==> config.mk <==
export PLATFORM = sky130hd
export DESIGN_NAME = i2c_stepper_regctrl_flat
export DESIGN_NICKNAME = d
export VERILOG_FILES = /design/src/rtl/i2c_stepper_regctrl_if.sv /design/src/rtl/i2c_stepper_regctrl.sv /design/src/flat_wrapper.sv
export SDC_FILE = /design/constraint.sdc
export NUM_CORES = 1
export LEC_CHECK = 0
export BUFFER_PORTS_ARGS = -buffer_cell sky130_fd_sc_hd__buf_2
export CORE_MARGIN = 2
export CORE_UTILIZATION = 30
export DETAILED_ROUTE_END_ITERATION = 10
export GPL_TIMING_DRIVEN = 0
export PLACE_DENSITY = 0.56
export SKIP_CTS_REPAIR_TIMING = 1
export SLEW_MARGIN = 20
export SYNTH_ARGS = -nofsm -noshare
export SYNTH_HDL_FRONTEND = slang
export SYNTH_SLANG_ARGS = --single-unit
==> constraint.sdc <==
create_clock -name system1000 -period 2.63 [get_ports system1000]
set_clock_uncertainty 0.05 [all_clocks]
set_input_delay 0.1315 -clock system1000 [delete_from_list [all_inputs] [get_ports system1000]]
set_output_delay 0.1315 -clock system1000 [all_outputs]
set_load 0.02 [all_outputs]
==> src/rtl/i2c_stepper_regctrl_if.sv <==
// Byte-event bus between the I2C slave front end and the stepper register controller.
// The master side is the slave PHY (drives events); the slave side is the register file.
`timescale 1ns/1ps
interface i2c_stepper_regctrl_if;
   logic       i2c_adr_match;
   logic       i2c_rnw;
   logic [7:0] i2c_dat;
   logic       i2c_dat_vld;
   logic [7:0] i2c_tx_byte;

   modport master (
      output i2c_adr_match, i2c_rnw, i2c_dat, i2c_dat_vld,
      input  i2c_tx_byte
   );

   modport slave (
      input  i2c_adr_match, i2c_rnw, i2c_dat, i2c_dat_vld,
      output i2c_tx_byte
   );
endinterface

==> src/rtl/i2c_stepper_regctrl.sv <==
// Register file behind the I2C slave with an auto-incrementing byte pointer,
// plus the step/direction sequencer driven by the programmed step count and period.
`timescale 1ns/1ps
module i2c_stepper_regctrl #(
   parameter int unsigned PRESCALE = 1000,
   parameter logic [7:0]  DEV_ID   = 8'h5A
) (
   input  logic                  system1000,
   input  logic                  system1000_rstn,
   i2c_stepper_regctrl_if.slave  bus,
   output logic                  step_out,
   output logic                  dir_out,
   output logic                  busy
);
   localparam int unsigned   PW      = (PRESCALE > 1) ? $clog2(PRESCALE) : 1;
   localparam logic [PW-1:0] PS_LAST = PW'(PRESCALE - 1);

   typedef enum logic [1:0] {T_IDLE, T_PTR, T_DATA} txn_t;
   typedef enum logic [1:0] {M_IDLE, M_HIGH, M_LOW} mot_t;

   txn_t          txn_reg, txn_next;
   mot_t          mot_reg, mot_next;
   logic [2:0]    ptr_reg, ptr_next;
   logic          ctrl_en_reg, ctrl_en_next;
   logic          ctrl_dir_reg, ctrl_dir_next;
   logic [7:0]    steps_lo_reg, steps_lo_next;
   logic [7:0]    steps_hi_reg, steps_hi_next;
   logic [7:0]    period_reg, period_next;
   logic [15:0]   pos_reg, pos_next;
   logic          done_reg, done_next;
   logic [PW-1:0] presc_reg, presc_next;
   logic [7:0]    low_cnt_reg, low_cnt_next;
   logic [15:0]   steps_left_reg, steps_left_next;
   logic [7:0]    per_reg, per_next;
   logic          dir_out_reg, dir_out_next;
   logic [7:0]    tx_byte_reg, tx_byte_next;
   logic          tick;
   logic          wr_en;
   logic          ctrl_wr;

   always_comb begin
      txn_next        = txn_reg;
      mot_next        = mot_reg;
      ptr_next        = ptr_reg;
      ctrl_en_next    = ctrl_en_reg;
      ctrl_dir_next   = ctrl_dir_reg;
      steps_lo_next   = steps_lo_reg;
      steps_hi_next   = steps_hi_reg;
      period_next     = period_reg;
      pos_next        = pos_reg;
      done_next       = done_reg;
      presc_next      = presc_reg;
      low_cnt_next    = low_cnt_reg;
      steps_left_next = steps_left_reg;
      per_next        = per_reg;
      dir_out_next    = dir_out_reg;
      tx_byte_next    = tx_byte_reg;
      wr_en           = 1'b0;
      tick            = (mot_reg != M_IDLE) && (presc_reg == PS_LAST);

      // Address phase outranks a coincident data byte, which is dropped.
      if (bus.i2c_adr_match) begin
         if (bus.i2c_rnw) begin
            ptr_next = ptr_reg + 3'd1;
            txn_next = T_IDLE;
            if (ptr_reg == 3'd4) done_next = 1'b0;
         end else begin
            txn_next = T_PTR;
         end
      end else if (bus.i2c_dat_vld) begin
         case (txn_reg)
            T_PTR: begin
               ptr_next = bus.i2c_dat[2:0];
               txn_next = T_DATA;
            end
            T_DATA: begin
               wr_en    = 1'b1;
               ptr_next = ptr_reg + 3'd1;
            end
            default: ;
         endcase
      end

      ctrl_wr = wr_en && (ptr_reg == 3'd0);
      if (wr_en) begin
         case (ptr_reg)
            3'd0: begin
               ctrl_en_next  = bus.i2c_dat[0];
               ctrl_dir_next = bus.i2c_dat[1];
            end
            3'd1:    steps_lo_next = bus.i2c_dat;
            3'd2:    steps_hi_next = bus.i2c_dat;
            3'd3:    period_next   = bus.i2c_dat;
            default: ;
         endcase
      end

      if (mot_reg != M_IDLE) presc_next = tick ? '0 : presc_reg + 1'b1;

      case (mot_reg)
         M_IDLE: begin
            if (ctrl_wr && bus.i2c_dat[2] && bus.i2c_dat[0]) begin
               steps_left_next = {steps_hi_reg, steps_lo_reg};
               per_next        = (period_reg < 8'd2) ? 8'd2 : period_reg;
               dir_out_next    = bus.i2c_dat[1];
               if ({steps_hi_reg, steps_lo_reg} == 16'd0) begin
                  done_next = 1'b1;
               end else begin
                  done_next  = 1'b0;
                  mot_next   = M_HIGH;
                  presc_next = '0;
               end
            end
         end
         M_HIGH: begin
            if (tick) begin
               mot_next        = M_LOW;
               low_cnt_next    = 8'd0;
               pos_next        = dir_out_reg ? pos_reg - 16'd1 : pos_reg + 16'd1;
               steps_left_next = steps_left_reg - 16'd1;
            end
         end
         M_LOW: begin
            // Low phase spans per-1 ticks; low_cnt counts ticks already spent.
            if (tick) begin
               if (low_cnt_reg == per_reg - 8'd2) begin
                  if (steps_left_reg != 16'd0) begin
                     mot_next = M_HIGH;
                  end else begin
                     mot_next  = M_IDLE;
                     done_next = 1'b1;
                  end
               end else begin
                  low_cnt_next = low_cnt_reg + 8'd1;
               end
            end
         end
         default: mot_next = M_IDLE;
      endcase

      if (ctrl_wr && !bus.i2c_dat[0] && (mot_reg != M_IDLE)) begin
         mot_next   = M_IDLE;
         done_next  = 1'b0;
         presc_next = '0;
      end

      case (ptr_reg)
         3'd0:    tx_byte_next = {6'd0, ctrl_dir_reg, ctrl_en_reg};
         3'd1:    tx_byte_next = steps_lo_reg;
         3'd2:    tx_byte_next = steps_hi_reg;
         3'd3:    tx_byte_next = period_reg;
         3'd4:    tx_byte_next = {6'd0, done_reg, (mot_reg != M_IDLE)};
         3'd5:    tx_byte_next = pos_reg[7:0];
         3'd6:    tx_byte_next = pos_reg[15:8];
         default: tx_byte_next = DEV_ID;
      endcase
   end

   always_ff @(posedge system1000 or negedge system1000_rstn) begin
      if (!system1000_rstn) begin
         txn_reg        <= T_IDLE;
         mot_reg        <= M_IDLE;
         ptr_reg        <= 3'd0;
         ctrl_en_reg    <= 1'b0;
         ctrl_dir_reg   <= 1'b0;
         steps_lo_reg   <= 8'd0;
         steps_hi_reg   <= 8'd0;
         period_reg     <= 8'd0;
         pos_reg        <= 16'd0;
         done_reg       <= 1'b0;
         presc_reg      <= '0;
         low_cnt_reg    <= 8'd0;
         steps_left_reg <= 16'd0;
         per_reg        <= 8'd0;
         dir_out_reg    <= 1'b0;
         tx_byte_reg    <= 8'h00;
      end else begin
         txn_reg        <= txn_next;
         mot_reg        <= mot_next;
         ptr_reg        <= ptr_next;
         ctrl_en_reg    <= ctrl_en_next;
         ctrl_dir_reg   <= ctrl_dir_next;
         steps_lo_reg   <= steps_lo_next;
         steps_hi_reg   <= steps_hi_next;
         period_reg     <= period_next;
         pos_reg        <= pos_next;
         done_reg       <= done_next;
         presc_reg      <= presc_next;
         low_cnt_reg    <= low_cnt_next;
         steps_left_reg <= steps_left_next;
         per_reg        <= per_next;
         dir_out_reg    <= dir_out_next;
         tx_byte_reg    <= tx_byte_next;
      end
   end

   assign busy            = (mot_reg != M_IDLE);
   assign step_out        = (mot_reg == M_HIGH);
   assign dir_out         = dir_out_reg;
   assign bus.i2c_tx_byte = tx_byte_reg;
endmodule

==> src/flat_wrapper.sv <==
// flat-port wrapper written by rule: the top's interface ports become plain ports
module i2c_stepper_regctrl_flat 
#(
   parameter int unsigned PRESCALE = 1000,
   parameter logic [7:0]  DEV_ID   = 8'h5A
)
  (system1000, system1000_rstn, step_out, dir_out, busy, bus_i2c_adr_match, bus_i2c_rnw, bus_i2c_dat, bus_i2c_dat_vld, bus_i2c_tx_byte);
  i2c_stepper_regctrl_if bus_i ();
  input  logic system1000;
  input  logic system1000_rstn;
  output logic step_out;
  output logic dir_out;
  output logic busy;
  input wire logic [$bits(bus_i.i2c_adr_match)-1:0] bus_i2c_adr_match;
  input wire logic [$bits(bus_i.i2c_rnw)-1:0] bus_i2c_rnw;
  input wire logic [$bits(bus_i.i2c_dat)-1:0] bus_i2c_dat;
  input wire logic [$bits(bus_i.i2c_dat_vld)-1:0] bus_i2c_dat_vld;
  output wire logic [$bits(bus_i.i2c_tx_byte)-1:0] bus_i2c_tx_byte;
  assign bus_i.i2c_adr_match = bus_i2c_adr_match;
  assign bus_i.i2c_rnw = bus_i2c_rnw;
  assign bus_i.i2c_dat = bus_i2c_dat;
  assign bus_i.i2c_dat_vld = bus_i2c_dat_vld;
  assign bus_i2c_tx_byte = bus_i.i2c_tx_byte;
  i2c_stepper_regctrl #(.PRESCALE(PRESCALE), .DEV_ID(DEV_ID)) u_core (.system1000(system1000), .system1000_rstn(system1000_rstn), .bus(bus_i), .step_out(step_out), .dir_out(dir_out), .busy(busy));
endmodule
==> metrics.md <==
| Metric | Value |
|---|---|
| Yosys warning count | `0` |
| Drt initial violations | `320` |
| Drt total wl | `14800 um` |
| Min Hold Slack | `-0.0112 ns` |
| Critical path type | `reg2reg` |
| Routability cong. | `0.823` |
| Num Clock Sinks | `101` |
| Required time of the critical path | `2.88 ns` |
| F_max | `397 MHz` |
| Min Clock Period, post-route | `2.52 ns` |
| Final instance area | `6600 um2` |
| Ys flop type | `dfrtp_1` |
| Via count | `4647` |
| Drt drc | `0` |
| Post-Syn Area per Cell | `9.83 um2` |
| First-pass GRT wire length | `24200 um` |
| Final hold vios | `1` |
| DIE AREA | `20300 um2` |
| Actual slew at the worst max-slew pin | `0.627 ns` |
| Share of cells above drive strength 1 | `0.160` |
| RSZ-0062 raised after global routing | `yes` |
| Final Slew Violations | `0` |
| Seq/Total Area, Yosys | `0.440` |
| Area Growth Syn to Fin | `15.0%` |
| Core ar. | `18800 um2` |
| Site row count | `50` |
| Nets | `663` |
| CP Capture Type | `register` |
| TritonCTS clock tree | `built` |
| Htree depth | `3` |
| Total power | `4.09 mW` |
| Detail Placement HPWL | `10700 um` |
| Synth cell types | `62` |
| Critical Path Fanout Max | `10` |
| Final count of negative-setup-slack endpoints | `0` |
| Worst VDD drop | `0.404 mV` |
| Post-Syn Area | `5740 um2` |
| Syn nets | `622` |
| Leak | `2.99 nW` |
| Deepest clock path buffer count | `2` |
| Post-synth EDFFs | `0` |
| Chip Height | `142 um` |
| N_diodes | `0` |
| Clk_lat worst skew | `0.36 ns` |
| Die span in x | `142 um` |
| Violated checks | `negative hold slack` |
| Crit path launch type | `register` |
| Largest net degree at the start of global routing | `58` |
| Final worst-path cycle share | `0.959` |
| Pre-antenna DRT Iters | `5` |
| CTS buffer count | `9` |
| I/O pins | `24` |
| Non-filler cells, final | `864` |
| Initial Util | `0.306` |
| Placed cell areas | `6180 um2` |
| Port bufs | `22` |
| Fraction of registers with async set/reset | `1.00` |
| Mapped Cells | `584` |
| Slew margin rel. | `0.579` |
| Initial antenna violation count | `0` |
| Total track usage | `0.153` |
| Post-DRT Antenna Nets | `0` |
| Max-cap check violation count | `0` |
| Worst Path Arrival | `2.77 ns` |
| Vias in the first global route | `4628` |
| Root Driver | `clkbuf_16` |
| Placed cells | `841` |
| Total gr overflow | `0` |
| Number of synthesized register bits | `101` |
| Clock slew at reported path FFs | `0.07 ns` |
| Avg Vias per Cell | `5.38` |
| WL/cell | `17.1 um` |
| Filler cells | `1913` |
| Pwr/cell area | `619 nW/um2` |
| Worst hold path type | `in2reg` |
| Run status | `finished with violations` |
==> cells in the final DEF (no fill, tap or decap), drive strengths merged, types with 6 or more instances in the layout <==
| master | Yosys | routed |
|---|---|---|
| inv | 17 | 17 |
| o21ai | 45 | 45 |
| a21oi | 42 | 42 |
| nand3 | 20 | 20 |
| nand4 | 15 | 15 |
| xor2 | 21 | 21 |
| nand2b | 8 | 8 |
| nor4 | 10 | 10 |
| nor2b | 6 | 6 |
| buf | 8 | 34 |
| nand2 | 49 | 49 |
| dfrtp | 101 | 101 |
| ha | 24 | 24 |
| a222oi | 6 | 6 |
| nor2 | 43 | 43 |
| clkbuf | 12 | 25 |
| nor3 | 10 | 10 |
| a21o | 7 | 7 |
| a31oi | 7 | 7 |
| a22oi | 9 | 9 |
| and3 | 6 | 6 |
| xnor2 | 15 | 15 |
| mux2 | 43 | 43 |
==> path summary, 6_finish.rpt <==
path | startpoint | to | slack [ns] | cells past startpoint
setup reg to reg | u_core.dir_out | u_core.pos_reg[12] | 0.11 | 9
hold reg to reg | u_core.pos_reg[15] | u_core.pos_reg[15] | 0.43 | 1
setup / recovery | u_core.dir_out | u_core.pos_reg[12] | 0.11 | 9
max in group asynchronous | system1000_rstn | u_core.dir_out | 1.66 | 3
min in group asynchronous | system1000_rstn | u_core.steps_left_reg[4] | 0.23 | 2
hold / removal | bus_i2c_adr_match | u_core.txn_reg[1] | -0.01 | 2
==> area by class of cell <==
type                       instances  area (um2)  share of cell area
multi-input combinational        445        3100               0.469
sequential                       101        2530               0.384
tap                              234         293              0.0444
clock buffer                      13         270              0.0410
timing repair buffer              30         206              0.0313
buffer                            20        92.6              0.0140
inverter                          18        67.6              0.0102
clock inverter                     3        42.5             0.00645
==> routing by layer <==
layer	share of wire	track usage	vias up
met5	0	0	-
met4	0.017	0.0584	0
met3	0.040	0.0286	23
met2	0.47	0.249	106
met1	0.47	0.203	2288
li1	-	-	2230
==> per-stage QoR <==
stage,util,hold WS [ns],setup WS [ns],setup TNS (ns)
after global placement,0.327,0.310,-0.195,-3.31
after detailed placement,0.329,0.0449,-0.207,-3.85
after global routing,0.352,0.00198,-0.0242,-0.0451
after CTS,0.346,-0.338,-0.224,-4.32
after floorplan,-,-0.214,0.186,0
final,0.352,-0.0112,0.108,0
==> cell families (layout without fill, tap and decap cells) <==
logic type | Yosys count | in the layout | share of synthesized area
AND/OR/NAND/NOR | 189 | 189 | 0.168
AO/OA/AOI/OAI | 148 | 148 | 0.162
flip-flops | 101 | 101 | 0.440
multiplexers | 47 | 47 | 0.0913
buffers and inverters | 38 | 84 | 0.0277
XOR/XNOR | 36 | 36 | 0.0549
adder cells (fa/ha/maj) | 25 | 25 | 0.0558
==> worst max-delay path, cell delays in order (launching register included) <==
cell,delay [ns]
dfrtp_4,0.50
inv_1,0.11
fa_1,0.46
nor2b_1,0.11
o21ai_0,0.08
nand2b_1,0.12
a21o_1,0.19
a41oi_2,0.23
or4_1,0.52
nand3_1,0.08
==> synthesized netlist by cell type (6+ instances only) <==
cell	count	area [um2]
dfrtp_1	101	2530
nand2_1	49	184
a21oi_1	42	210
nor2_1	42	158
mux2_2	36	405
o21ai_0	34	170
ha_1	24	300
xor2_1	21	184
nand3_1	20	100
inv_1	17	63.8
xnor2_1	15	131
nand4_1	14	87.6
clkbuf_1	12	45.0
nor4_1	10	62.6
o21ai_1	10	50.1
a22oi_1	9	67.6
nor3_1	9	45.0
nand2b_1	8	50.1
a21o_1	7	52.6
a31oi_1	7	43.8
buf_2	7	35.0
mux2_1	7	78.8
a222oi_1	6	60.1
and3_1	6	37.5
nor2b_1	6	37.5
==> where the power goes <==
group	leakage [nW]	switching, mW	internal (mW)
clock network	0.152	0.595	0.815
registers	1.34	0.179	1.72
logic	1.49	0.467	0.311
Power figures use the tool's default switching activity.
